## src/rtl/stream_mux_n.sv

```systemverilog
// stream_mux_n
//   N-channel, WIDTH-bit registered stream multiplexer with valid/ready
//   handshaking. A channel is chosen either by an explicit index (sel) or by
//   an arbiter among valid inputs. A packet is locked once started: after a
//   non-last beat is accepted, only that channel is granted until its last
//   beat is accepted. One register stage sits between the inputs and the
//   consumer. It sustains one beat per cycle and supports back-pressure.
//
// Configuration macro:
//   STREAM_MUX_RR_EN  defined   : round-robin arbitration when arb_mode=1
//                     undefined : fixed priority, lowest index wins
//
// Ports:
//   clk        rising-edge clock
//   rst        synchronous active-high reset
//   arb_mode   0 = explicit select via sel, 1 = arbitrate among valid inputs
//   sel        channel index used when arb_mode=0 (values >= N select nothing)
//   in_valid   per-channel valid
//   in_data    channel i occupies bits [i*WIDTH +: WIDTH]
//   in_last    per-channel end-of-packet flag
//   in_ready   per-channel ready, one-hot or zero
//   out_valid  output register holds a beat
//   out_data   registered data
//   out_sel    index of the channel that produced out_data
//   out_last   registered last flag
//   out_ready  consumer accepts the beat
module stream_mux_n #(
  parameter int WIDTH = 32,
  parameter int N     = 4,
  parameter int SELW  = $clog2(N)
) (
  input  logic                 clk,
  input  logic                 rst,
  input  logic                 arb_mode,
  input  logic [SELW-1:0]      sel,
  input  logic [N-1:0]         in_valid,
  input  logic [N*WIDTH-1:0]   in_data,
  input  logic [N-1:0]         in_last,
  output logic [N-1:0]         in_ready,
  output logic                 out_valid,
  output logic [WIDTH-1:0]     out_data,
  output logic [SELW-1:0]      out_sel,
  output logic                 out_last,
  input  logic                 out_ready
);

  typedef enum logic [0:0] {
    ST_IDLE   = 1'b0,
    ST_LOCKED = 1'b1
  } state_t;

  // N widened by one bit so that out-of-range sel values compare correctly
  localparam logic [SELW:0] N_EXT = (SELW+1)'(N);

  state_t            state_r;
  state_t            state_s;
  logic [SELW-1:0]   lock_ch_r;
  logic              can_load_s;
  logic [SELW-1:0]   arb_idx_s;
  logic              arb_found_s;
  logic [SELW-1:0]   gidx_s;
  logic              grant_any_s;
  logic              accept_s;
  logic [WIDTH-1:0]  data_mux_s;
  logic              last_mux_s;

`ifdef STREAM_MUX_RR_EN
  logic [SELW-1:0]   rr_ptr_r;

  // Index base+k wrapped modulo N (k is always < N here)
  function automatic logic [SELW-1:0] wrap_add(input logic [SELW-1:0] base, input int k);
    int sum;
    sum = int'(base) + k;
    return (sum >= N) ? SELW'(sum - N) : SELW'(sum);
  endfunction
`endif

  assign can_load_s = !out_valid || out_ready;

  // Arbiter: first valid channel in search order (rotating from rr_ptr, or from 0)
  always_comb begin
    arb_idx_s   = {SELW{1'b0}};
    arb_found_s = 1'b0;
    for (int k = 0; k < N; k++) begin
      logic [SELW-1:0] cand;
`ifdef STREAM_MUX_RR_EN
      cand = wrap_add(rr_ptr_r, k);
`else
      cand = SELW'(k);
`endif
      // Only the first hit in search order is kept
      arb_idx_s   = (!arb_found_s && in_valid[cand]) ? cand : arb_idx_s;
      arb_found_s = arb_found_s | in_valid[cand];
    end
  end

  // Grant selection: locked channel wins, otherwise arbiter or explicit sel
  always_comb begin
    gidx_s      = {SELW{1'b0}};
    grant_any_s = 1'b0;
    if (state_r == ST_LOCKED) begin
      gidx_s      = lock_ch_r;
      grant_any_s = 1'b1;
    end else if (arb_mode) begin
      gidx_s      = arb_idx_s;
      grant_any_s = arb_found_s;
    end else begin
      gidx_s      = sel;
      grant_any_s = ({1'b0, sel} < N_EXT) && in_valid[sel];
    end
  end

  // Per-channel ready: one-hot on the granted channel when the register can load
  always_comb begin
    in_ready = {N{1'b0}};
    if (grant_any_s && can_load_s && !rst) begin
      in_ready[gidx_s] = 1'b1;
    end else begin
      in_ready = {N{1'b0}};
    end
  end

  assign accept_s   = grant_any_s && can_load_s && in_valid[gidx_s] && !rst;
  assign last_mux_s = in_last[gidx_s];

  // AND-OR data mux of the granted channel
  always_comb begin
    data_mux_s = {WIDTH{1'b0}};
    for (int i = 0; i < N; i++) begin
      data_mux_s = data_mux_s | ({WIDTH{gidx_s == SELW'(i)}} & in_data[i*WIDTH +: WIDTH]);
    end
  end

  // Packet-lock next state
  always_comb begin
    state_s = state_r;
    case (state_r)
      ST_IDLE: begin
        if (accept_s && !last_mux_s) state_s = ST_LOCKED;
        else                         state_s = ST_IDLE;
      end
      ST_LOCKED: begin
        if (accept_s && last_mux_s) state_s = ST_IDLE;
        else                        state_s = ST_LOCKED;
      end
      default: state_s = ST_IDLE;
    endcase
  end

  // Packet-lock state register
  always_ff @(posedge clk) begin
    if (rst) state_r <= ST_IDLE;
    else     state_r <= state_s;
  end

  // Locked channel captured on the first beat of a multi-beat packet
  always_ff @(posedge clk) begin
    if (rst)                                         lock_ch_r <= {SELW{1'b0}};
    else if (state_r == ST_IDLE && state_s == ST_LOCKED) lock_ch_r <= gidx_s;
    else                                             lock_ch_r <= lock_ch_r;
  end

`ifdef STREAM_MUX_RR_EN
  // Round-robin pointer moves past the winner only when a beat ends in IDLE
  always_ff @(posedge clk) begin
    if (rst)                              rr_ptr_r <= {SELW{1'b0}};
    else if (accept_s && state_s == ST_IDLE) rr_ptr_r <= wrap_add(gidx_s, 1);
    else                                  rr_ptr_r <= rr_ptr_r;
  end
`endif

  // Output register: load replaces a draining beat in the same edge
  always_ff @(posedge clk) begin
    if (rst) begin
      out_valid <= 1'b0;
      out_data  <= {WIDTH{1'b0}};
      out_sel   <= {SELW{1'b0}};
      out_last  <= 1'b0;
    end else if (accept_s) begin
      out_valid <= 1'b1;
      out_data  <= data_mux_s;
      out_sel   <= gidx_s;
      out_last  <= last_mux_s;
    end else if (out_ready) begin
      out_valid <= 1'b0;
    end else begin
      out_valid <= out_valid;
    end
  end

endmodule
```

## config.mk

```make
export PLATFORM = sky130hd
export DESIGN_NAME = stream_mux_n
export DESIGN_NICKNAME = d
export VERILOG_FILES = /design/src/rtl/stream_mux_n.sv
export SDC_FILE = /design/constraint.sdc
export NUM_CORES = 1
export LEC_CHECK = 0
export ABC_AREA = 0
export CAP_MARGIN = 20
export CELL_PAD_IN_SITES_DETAIL_PLACEMENT = 1
export CELL_PAD_IN_SITES_GLOBAL_PLACEMENT = 1
export CORE_UTILIZATION = 28
export CTS_BUF_LIST = sky130_fd_sc_hd__clkbuf_8
export CTS_CLUSTER_DIAMETER = 40
export DETAILED_ROUTE_END_ITERATION = 16
export PLACE_DENSITY = 0.93
export SYNTH_ARGS = -nofsm -noshare
export SYNTH_HDL_FRONTEND = slang
export SYNTH_SLANG_ARGS = --single-unit
```

## constraint.sdc

```tcl
create_clock -name clk -period 3.17 [get_ports clk]
set_input_delay 0.4755 -clock clk [delete_from_list [all_inputs] [get_ports clk]]
set_output_delay 0.4755 -clock clk [all_outputs]
set_load 0.005 [all_outputs]
```

==> results of run 1 <==
final cells by class:
type                       count  area [um^2]
timing repair buffer         190         1890
inverter                       3         11.3
multi-input combinational    185         1690
tap                          108          135
sequential                    39          781
fill                        1020         4310
clock buffer                   5         68.8
clock inverter                 3         12.5
power breakdown:
group          total, mW  leakage, nW  switching (mW)  internal, mW
sequential         0.566        0.318          0.0307         0.535
combinational      0.682         1.18           0.264         0.417
clock              0.317       0.0505           0.169         0.148
total               1.56         1.54           0.464          1.10
sequential cells by signal (all words and copies together) (netlist names):
signal / count
out_last: 1
out_valid: 1
lock_ch_r: 2
out_data: 32
out_sel: 2
state_r: 1
path summary, 6_finish.rpt:
kind / startpoint / to
max: arb_mode / in_ready[2]
min: out_sel[0]$_SDFFE_PP0P_ / out_sel[0]$_SDFFE_PP0P_
max reg2reg: state_r$_SDFF_PP0_ / out_data[17]$_SDFFE_PP0P_
min reg2reg: out_sel[0]$_SDFFE_PP0P_ / out_sel[0]$_SDFFE_PP0P_
kinds of logic (layout without fill, tap and decap cells):
logic type	Yosys count	in the layout	synth area share (%)
flip-flops	39	39	29.8
AO/OA/AOI/OAI	53	53	18.4
AND/OR/NAND/NOR	96	96	15.5
multiplexers	36	36	29.7
buffers and inverters	23	201	6.63
metal layers:
metal  part of all wire (%)  track usage, %  wire length, um
met3                    6.5            4.82              599
met2                     56            39.2             5230
met4                   0.41            3.21               38
met5                      0               0                0
met1                     37            19.5             3400
synthesized netlist by cell type, types with 2 or more instances:
library cell,number
dfxtp_1,39
o31a_1,2
a211oi_1,2
buf_6,10
nand3b_1,2
nor3b_2,2
inv_1,2
a21oi_2,29
buf_2,4
buf_4,2
nor2_1,11
a21oi_1,8
nand2_1,73
nor3b_1,2
o221a_1,2
clkbuf_1,4
mux4_2,33
placed cells by master, fill, tap and decap left out, types with 2 or more instances in the layout:
cell type,count
a21oi_1,8
a211oi_1,2
mux4_2,33
nand3b_1,2
o221a_1,2
nand2_1,73
clkdlybuf4s50_1,180
a21oi_2,29
nor3b_1,2
inv_1,4
buf_4,8
o31a_1,2
nor3b_2,2
clkbuf_8,5
nor2_1,11
dfxtp_1,39
critical path, cell delays in order:
cell	delay, ns
clkdlybuf4s50_1	0.54
nor2_1	0.21
a21oi_2	0.10
a311oi_4	0.32
or2b_1	0.29
nor2_1	0.09
clkdlybuf4s50_1	0.51
metrics by stage:
stage                     setup slack, ns  power (mW)
after floorplan                      1.13       0.939
after global placement              0.218        1.24
after detailed placement           0.0993        1.27
after CTS                           0.141        1.59
after global routing              0.00775        1.66
final                               0.155        1.56
==> metrics.txt, run 1 <==
run status=complete, no violations; Slew Viols, Final=0; Highest Clock Rate=roughly 0.33 GHz; layout cells sized above 1=around a fifth; Post-CTS Hold Fix Bufs=0; Synthesis Warnings=0; Post-DP HPWL=between 7000 and 8000 um; largest net degree at the start of global routing=39; cts repair resizes=0; Initial Utilization=29.5%; root buffer cell=clkbuf_8; flop and latch count out of synthesis=39; # IOs=182; die area=between 9000 and 10000 um^2; TritonRoute pass-1 iters=4; Tmin final=3.02 ns; initial antenna violation count=0; Final Wtd Congestion=approximately 0.86; gr usage total=between 10% and 20%; Die Y=between 90 and 100 um; Final TNS setup=0 ns; endpoint type of the worst setup path=primary output; DP Area=4500 um^2; # port buffers=approximately 180; CTS tree=built; Yosys top cell area share=29.8%; Area Overhead vs Synth=74.8%; Post-synth EDFFs=0; RSZ-0062 raised after global routing=no; Area contributors post-synth=dfxtp_1, mux4_2, nand2_1, a21oi_2, buf_6; clock slew at reported path FFs=0.07 ns; Mapped Area=roughly 2600 um^2; Fin Clk Skew=roughly 0.0048 ns; maximum buffer depth of the clock tree=2; Seq/Total Area, Yosys=between 20% and 30%; drc violations=0; power per cell area=341 nW/um^2; total of max-cap violations=0; Die X=98.8 um; final hold vios=0; DR vias=about 2700; WL final=around 9300 um; Synth Flop Type=dfxtp_1; # diodes=0; synthesized net count=just under 400; Post-Layout Cell Count=roughly 530; Cells after Synth=247; Hold Crit Depth=2; Post-synth ARST share=0%; initial DRC count=a little under 50; row cnt=34; worst skew pair latency=approximately 0.28 ns; # clock sinks=39; Vias/cell=just over 5; reg2reg setup slack=0.56 ns; Lkg Pwr=1.54 nW; setup violators final=0; Final Cycle Share=a little over nine tenths; VDD IR max=about 150 uV; vias in the first global route=3075; drt wl/cell=approximately 17 um; Relative slew margins=between 30% and 40%; HP Class=reg -> reg; startpoint type of the worst setup path=input pin; CTS Buf Count=5; Core ar.=roughly 8900 um^2; # H-tree levels=2; Layout Utilization=51.5%; reg2reg path depth=6; largest area contributor in the synthesized netlist=dfxtp_1; Final #Nets=roughly 570; placed cells=525; post-route cell area=approximately 4600 um^2; WP data arrival=about 2.5 ns; post-synthesis average cell area=10.6 um^2; critical path class=in -> out; Slew @ Worst Pin=a little over 1 ns; CP required=2.69 ns; WHS=0.462 ns; Detail Route Antenna Nets=0; first-pass GRT wire length=between 10000 and 15000 um; count of different cell masters after synthesis=37; setup bufs post-CTS=0; gr ovfl total=0; CP max FO=8
Power figures use the tool's default switching activity.
==> run 2: changes to the inputs <==
--- a/config.mk
+++ b/config.mk
@@ -9,10 +9,12 @@
 export CAP_MARGIN = 20
 export CELL_PAD_IN_SITES_DETAIL_PLACEMENT = 1
 export CELL_PAD_IN_SITES_GLOBAL_PLACEMENT = 1
+export CORE_MARGIN = 4
 export CORE_UTILIZATION = 28
 export CTS_BUF_LIST = sky130_fd_sc_hd__clkbuf_8
 export CTS_CLUSTER_DIAMETER = 40
 export DETAILED_ROUTE_END_ITERATION = 16
+export HOLD_SLACK_MARGIN = 0.06
 export PLACE_DENSITY = 0.93
 export SYNTH_ARGS = -nofsm -noshare
 export SYNTH_HDL_FRONTEND = slang
==> run 2 against run 1 <==
Compared with the run above: count of clock-buffer cells in the layout unchanged; die area grew 13%; critical path depth unchanged; sequential power about the same; via count shrank 0.41%; maximum frequency up 0.24%; clock skew fell by 0.0012 ns; largest cell class unchanged.
==> metrics.txt, run 2 (same netlist as run 1, synthesis figures left out) <==
commonest non-fill, non-tap cells in the layout=clkdlybuf4s50_1, nand2_1, dfxtp_1 (unchanged); Slew @ Worst Pin=1.02 ns (was 1.03 ns); drt wl/cell=18.5 um (was 17.4 um); DR vias=2691 (was 2702); CP most frequent cell=clkdlybuf4s50_1; CP required=2.69 ns (about the same); setup violators final=0 (unchanged); worst r2r src=state_r$_SDFF_PP0_ (unchanged); placed cells=528 (was 525); startpoint type of the worst setup path=input pin (unchanged); Highest Clock Rate=0.332 GHz (about the same); Vias/cell=5.02 (was 5.07); Largest regs=out_data (32), lock_ch_r (2), out_sel (2) (unchanged); most common cell after layout, fill and taps aside=clkdlybuf4s50_1 (unchanged); root buffer cell=clkbuf_8 (unchanged); post-route worst setup slack=0.162 ns (was 0.155 ns); # IOs=182 (unchanged); RSZ-0062 raised after global routing=no (unchanged); critical path class=in -> out (unchanged); Final Cycle Share=94.9% (was 95.1%); max FFs per register=32 (unchanged); layout cells sized above 1=21.2% (was 20.9%); drc violations=0 (unchanged); maximum buffer depth of the clock tree=2 (unchanged); power per cell area=340 nW/um^2 (was 341 nW/um^2); Final Wtd Congestion=0.787 (was 0.862); reg2reg path depth=6 (unchanged); Final TNS setup=0 ns (unchanged); CTS tree=built (unchanged); Critical path origin=in_valid[3] (was arb_mode); die area=11000 um^2 (was 9760 um^2); worst skew pair latency=0.28 ns (about the same); initial DRC count=54 (was 49); CP max FO=6 (was 8); # clock sinks=39 (unchanged); gr ovfl total=0 (unchanged); Relative slew margins=31.9% (was 31.2%); reg2reg end=out_data[8]$_SDFFE_PP0P_ (was out_data[17]$_SDFFE_PP0P_); Post-CTS Hold Fix Bufs=0 (unchanged); Initial Utilization=28.5% (was 29.5%); crit path cell chain=clkdlybuf4s50_1 -> mux2_2 -> nand3b_1 -> a311oi_4 -> or2b_1 -> nor2_1 -> clkdlybuf4s50_1 (was clkdlybuf4s50_1 -> nor2_1 -> a21oi_2 -> a311oi_4 -> or2b_1 -> nor2_1 -> clkdlybuf4s50_1); Die Y=105 um (was 98.8 um); Post-Layout Cell Count=536 (was 533); largest net degree at the start of global routing=39 (unchanged); reg2reg setup slack=0.50 ns (was 0.56 ns); clock slew at reported path FFs=0.07 ns (about the same); HP Class=reg -> reg (unchanged); pre-CTS WS=0.0539 ns (was 0.0993 ns); Core ar.=9200 um^2 (was 8890 um^2); row cnt=35 (was 34); final hold vios=0 (unchanged); vias in the first global route=3029 (was 3075); Tmin final=3.01 ns (was 3.02 ns); run status=complete, no violations (unchanged); first-pass GRT wire length=15700 um (was 14700 um); gr usage total=17.8% (was 19.2%); # H-tree levels=2 (unchanged); VDD IR max=162 uV (was 149 uV); # port buffers=181 (unchanged); Die X=105 um (was 98.8 um); Fin Clk Skew=0.00365 ns (was 0.00482 ns); initial antenna violation count=0 (unchanged); Slew Viols, Final=0 (unchanged); CP max stage cell=clkdlybuf4s50_1 (unchanged); # diodes=0 (unchanged); endpoint type of the worst setup path=primary output (unchanged); total power=1.56 mW (about the same); TritonRoute pass-1 iters=4 (unchanged); WP data arrival=2.53 ns (was 2.54 ns); slowest cell delay on critical path=0.57 ns (was 0.54 ns); WL final=9900 um (was 9270 um); Area Overhead vs Synth=74.7% (was 74.8%); Critical path destination=in_ready[2] (unchanged); Final #Nets=566 (unchanged); Reg with most FFs=out_data (unchanged); Post-DP HPWL=8060 um (was 7470 um); Detail Route Antenna Nets=0 (unchanged); CTS Buf Count=5 (unchanged); Lkg Pwr=1.56 nW (was 1.54 nW); total of max-cap violations=0 (unchanged)
-- run 2: cell type report --
type	instances	area [um^2]
clock inverter	3	12.5
timing repair buffer	190	1880
fill	1040	4610
tap	111	139
clock buffer	5	68.8
sequential	39	781
inverter	3	11.3
multi-input combinational	185	1690
-- run 2: critical path, delay by kind of cell --
| kind | cells | cell delay, ns |
|---|---|---|
| multiplexers | 1 | 0.19 |
| AND/OR/NAND/NOR | 3 | 0.52 |
| buffers and inverters | 2 | 1.08 |
| AO/OA/AOI/OAI | 1 | 0.27 |
-- run 2: worst min path at each step --
stage                               from                   endpoint  slack [ns]  depth (start not counted)
3_5_place_dp       out_last$_SDFFE_PP0P_      out_last$_SDFFE_PP0P_        0.45                          2
2_1_floorplan  out_data[11]$_SDFFE_PP0P_  out_data[11]$_SDFFE_PP0P_        0.45                          2
6_report       out_data[16]$_SDFFE_PP0P_  out_data[16]$_SDFFE_PP0P_        0.46                          2
3_3_place_gp   out_data[13]$_SDFFE_PP0P_  out_data[13]$_SDFFE_PP0P_        0.44                          2
5_1_grt        out_data[31]$_SDFFE_PP0P_  out_data[31]$_SDFFE_PP0P_        0.49                          2
4_1_cts        out_data[11]$_SDFFE_PP0P_  out_data[11]$_SDFFE_PP0P_        0.46                          2
-- run 2: report_power, final --
part / switching (mW) / internal, mW / total, mW
combinational: 0.264 / 0.414 / 0.678
clock: 0.166 / 0.148 / 0.314
sequential: 0.0309 / 0.535 / 0.566
total: 0.461 / 1.10 / 1.56
-- run 2: per-stage QoR --
step                      hold slack [ns]  util, %  instance area (um^2)
after floorplan                     0.453        -                  2620
after global placement              0.442     48.9                  4490
after detailed placement            0.450     48.9                  4490
after CTS                           0.464     49.7                  4570
after global routing                0.486     49.8                  4580
final                               0.461     49.8                  4580
-- run 2: metal layers --
| metal | vias up | share of wire [%] | global-route usage (%) | routed length (um) |
|---|---|---|---|---|
| li1 | 1258 | - | - | - |
| met5 | - | 0 | 0 | 0 |
| met3 | 11 | 7.7 | 5.37 | 765 |
| met2 | 112 | 55 | 35.0 | 5460 |
| met1 | 1310 | 35 | 18.1 | 3510 |
| met4 | 0 | 1.6 | 4.31 | 161 |
-- run 2: repair_timing --
item / in CTS / in global routing
setup endpoints to repair: 0 / 2
setup buffers: 0 / 0
gates resized for setup: 0 / 3
==> run 3: changes to the inputs <==
--- a/config.mk
+++ b/config.mk
@@ -16,6 +16,7 @@
 export DETAILED_ROUTE_END_ITERATION = 16
 export HOLD_SLACK_MARGIN = 0.06
 export PLACE_DENSITY = 0.93
+export REMOVE_ABC_BUFFERS = 1
 export SYNTH_ARGS = -nofsm -noshare
 export SYNTH_HDL_FRONTEND = slang
 export SYNTH_SLANG_ARGS = --single-unit
==> run 3 against run 2 <==
Compared with the run above: highest routed layer unchanged; clock power up 16%; sequential share of layout area is 0.16 points lower; worst setup slack lost 0.071 ns; count of clock-buffer cells in the layout grew 2; total power is 3.7% higher; critical path depth did not move; routed wire length barely moved.
==> metrics.txt, run 3 (same netlist as run 1, synthesis figures left out) <==
CTS Buf Count=5 (unchanged); # IOs=182 (unchanged); crit path cell chain=clkdlybuf4s50_1 -> nor2_1 -> a21oi_2 -> a311oi_4 -> or2b_1 -> nor2_1 -> clkdlybuf4s50_1 (was clkdlybuf4s50_1 -> mux2_2 -> nand3b_1 -> a311oi_4 -> or2b_1 -> nor2_1 -> clkdlybuf4s50_1); critical path class=in -> out (unchanged); die area=11000 um^2 (unchanged); DR vias=2735 (was 2691); largest net degree at the start of global routing=39 (unchanged); Reg area=781 um^2 (unchanged); Highest Clock Rate=0.325 GHz (was 0.332 GHz); crit path buf inv count=2 (unchanged); CP max stage cell=clkdlybuf4s50_1 (unchanged); Die X=105 um (unchanged); WL final=9910 um (was 9900 um); Tmin final=3.08 ns (was 3.01 ns); placed cells=529 (was 528); Most Crowded Layer GR=met2 (unchanged); endpoint type of the worst setup path=primary output (unchanged); RSZ-0062 raised after global routing=no (unchanged); Initial Utilization=28.5% (unchanged); gr usage total=17.7% (was 17.8%); Die Y=105 um (unchanged); run status=complete, no violations (unchanged); # clock sinks=39 (unchanged); pre-CTS WS=0.0152 ns (was 0.0539 ns); post-route worst setup slack=0.0911 ns (was 0.162 ns); # H-tree levels=2 (unchanged); # diodes=0 (unchanged); CTS tree=built (unchanged); vias in the first global route=3032 (was 3029); Layout Utilization=50.3% (was 49.8%); gr ovfl total=0 (unchanged); Largest regs=out_data (32), lock_ch_r (2), out_sel (2) (unchanged); Fin Clk Skew=0.00673 ns (was 0.00365 ns); initial antenna violation count=0 (unchanged); row cnt=35 (unchanged); clock slew at reported path FFs=0.07 ns (about the same); initial DRC count=53 (was 54); Final Wtd Congestion=0.788 (was 0.787); drc violations=0 (unchanged); CP top delay family=buffers and inverters (unchanged); power per cell area=349 nW/um^2 (was 340 nW/um^2); Slew Viols, Final=0 (unchanged); slowest cell delay on critical path=0.57 ns (about the same); Post-DP HPWL=8190 um (was 8060 um); first-pass GRT wire length=15700 um (about the same); # port buffers=181 (unchanged); Slew @ Worst Pin=0.583 ns (was 1.02 ns); met1 Use GR=19.8% (was 18.1%); Post-Layout Cell Count=537 (was 536); total of max-cap violations=0 (unchanged); commonest non-fill, non-tap cells in the layout=clkdlybuf4s50_1, nand2_1, dfxtp_1 (unchanged); DP Area=4510 um^2 (was 4490 um^2); global-route track usage on met2=34.1% (was 35.0%); CP max FO=8 (was 6); met3 Use GR=3.27% (was 5.37%); Lkg Pwr=1.58 nW (was 1.56 nW); worst skew pair latency=0.28 ns (about the same); max FFs per register=32 (unchanged); startpoint type of the worst setup path=input pin (unchanged); TritonRoute pass-1 iters=6 (was 4); WHS=0.458 ns (was 0.461 ns); WP data arrival=2.60 ns (was 2.53 ns); Area Overhead vs Synth=76.4% (was 74.7%); Final Cycle Share=97.1% (was 94.9%); final hold vios=0 (unchanged); root buffer cell=clkbuf_8 (unchanged); drt wl/cell=18.5 um (about the same); Final #Nets=567 (was 566); CP required=2.69 ns (about the same); setup violators final=0 (unchanged); area of the multi-input gates=1700 um^2 (was 1690 um^2); Relative slew margins=61.1% (was 31.9%); Vias/cell=5.09 (was 5.02); layout cells sized above 1=21.6% (was 21.2%); fill count=1021 (was 1040); most common cell after layout, fill and taps aside=clkdlybuf4s50_1 (unchanged); post-route cell area=4630 um^2 (was 4580 um^2); VDD IR max=182 uV (was 162 uV); maximum buffer depth of the clock tree=2 (unchanged); Core ar.=9200 um^2 (unchanged); Reg with most FFs=out_data (unchanged); Detail Route Antenna Nets=0 (unchanged); HP Class=reg -> reg (unchanged)
run 3: changes by cell type in the layout (fill, tap and decap cells not counted), sizes merged:
cell,change
buf,+1
clkinv,-1
clkbuf,+2
inv,-1
run 3: per-stage QoR:
step           TNS (ns)  power [mW]
6_report              0        1.62
5_1_grt               0        1.72
4_1_cts               0        1.64
3_5_place_dp          0        1.27
3_3_place_gp          0        1.25
2_1_floorplan   -114.12       0.908
run 3: worst paths after layout:
path | startpoint | endpoint | slack, ns | cells past startpoint
setup / recovery | arb_mode | in_ready[0] | 0.09 | 7
setup reg to reg | state_r$_SDFF_PP0_ | lock_ch_r[0]$_SDFFE_PP0P_ | 0.65 | 6
hold / removal | out_data[16]$_SDFFE_PP0P_ | out_data[16]$_SDFFE_PP0P_ | 0.46 | 2
hold reg to reg | out_data[16]$_SDFFE_PP0P_ | out_data[16]$_SDFFE_PP0P_ | 0.46 | 2
run 3: final cells by class:
cell class	count	share of cell area (%)
repair buffers	191	41.1
multi-input cells	185	36.7
flip-flops and latches	39	16.9
well taps	111	3.00
clock buffers	7	2.08
inverters	3	0.243
clock inverters	1	0.0811
run 3: power by group:
part           total, mW  internal [mW]  switching [mW]
Sequential         0.565          0.535          0.0301
Clock              0.364          0.196           0.169
Combinational      0.686          0.420           0.266
run 3: repair_timing:
action	CTS	global route
cloned	0	0
endpoints found under the setup margin	2	2
hold buffers	0	0
gates resized for setup	1	2
endpoints found under the hold margin	0	0
setup buffers	0	0
run 3: worst reg2reg max path, cell delays in order (launching register included):
cell and delay (ns):
dfxtp_1 0.48, inv_2 0.17, nand3b_1 0.22, o31ai_4 0.52
mux4_2 0.59, nor3b_2 0.25, o221a_1 0.24
run 3: layer usage:
| metal | routed length [um] | vias up | part of all wire (%) |
|---|---|---|---|
| met4 | 131 | 0 | 1.3 |
| met1 | 3770 | 1354 | 38 |
| li1 | - | 1260 | - |
| met5 | 0 | - | 0 |
| met2 | 5430 | 111 | 55 |
| met3 | 572 | 10 | 5.8 |
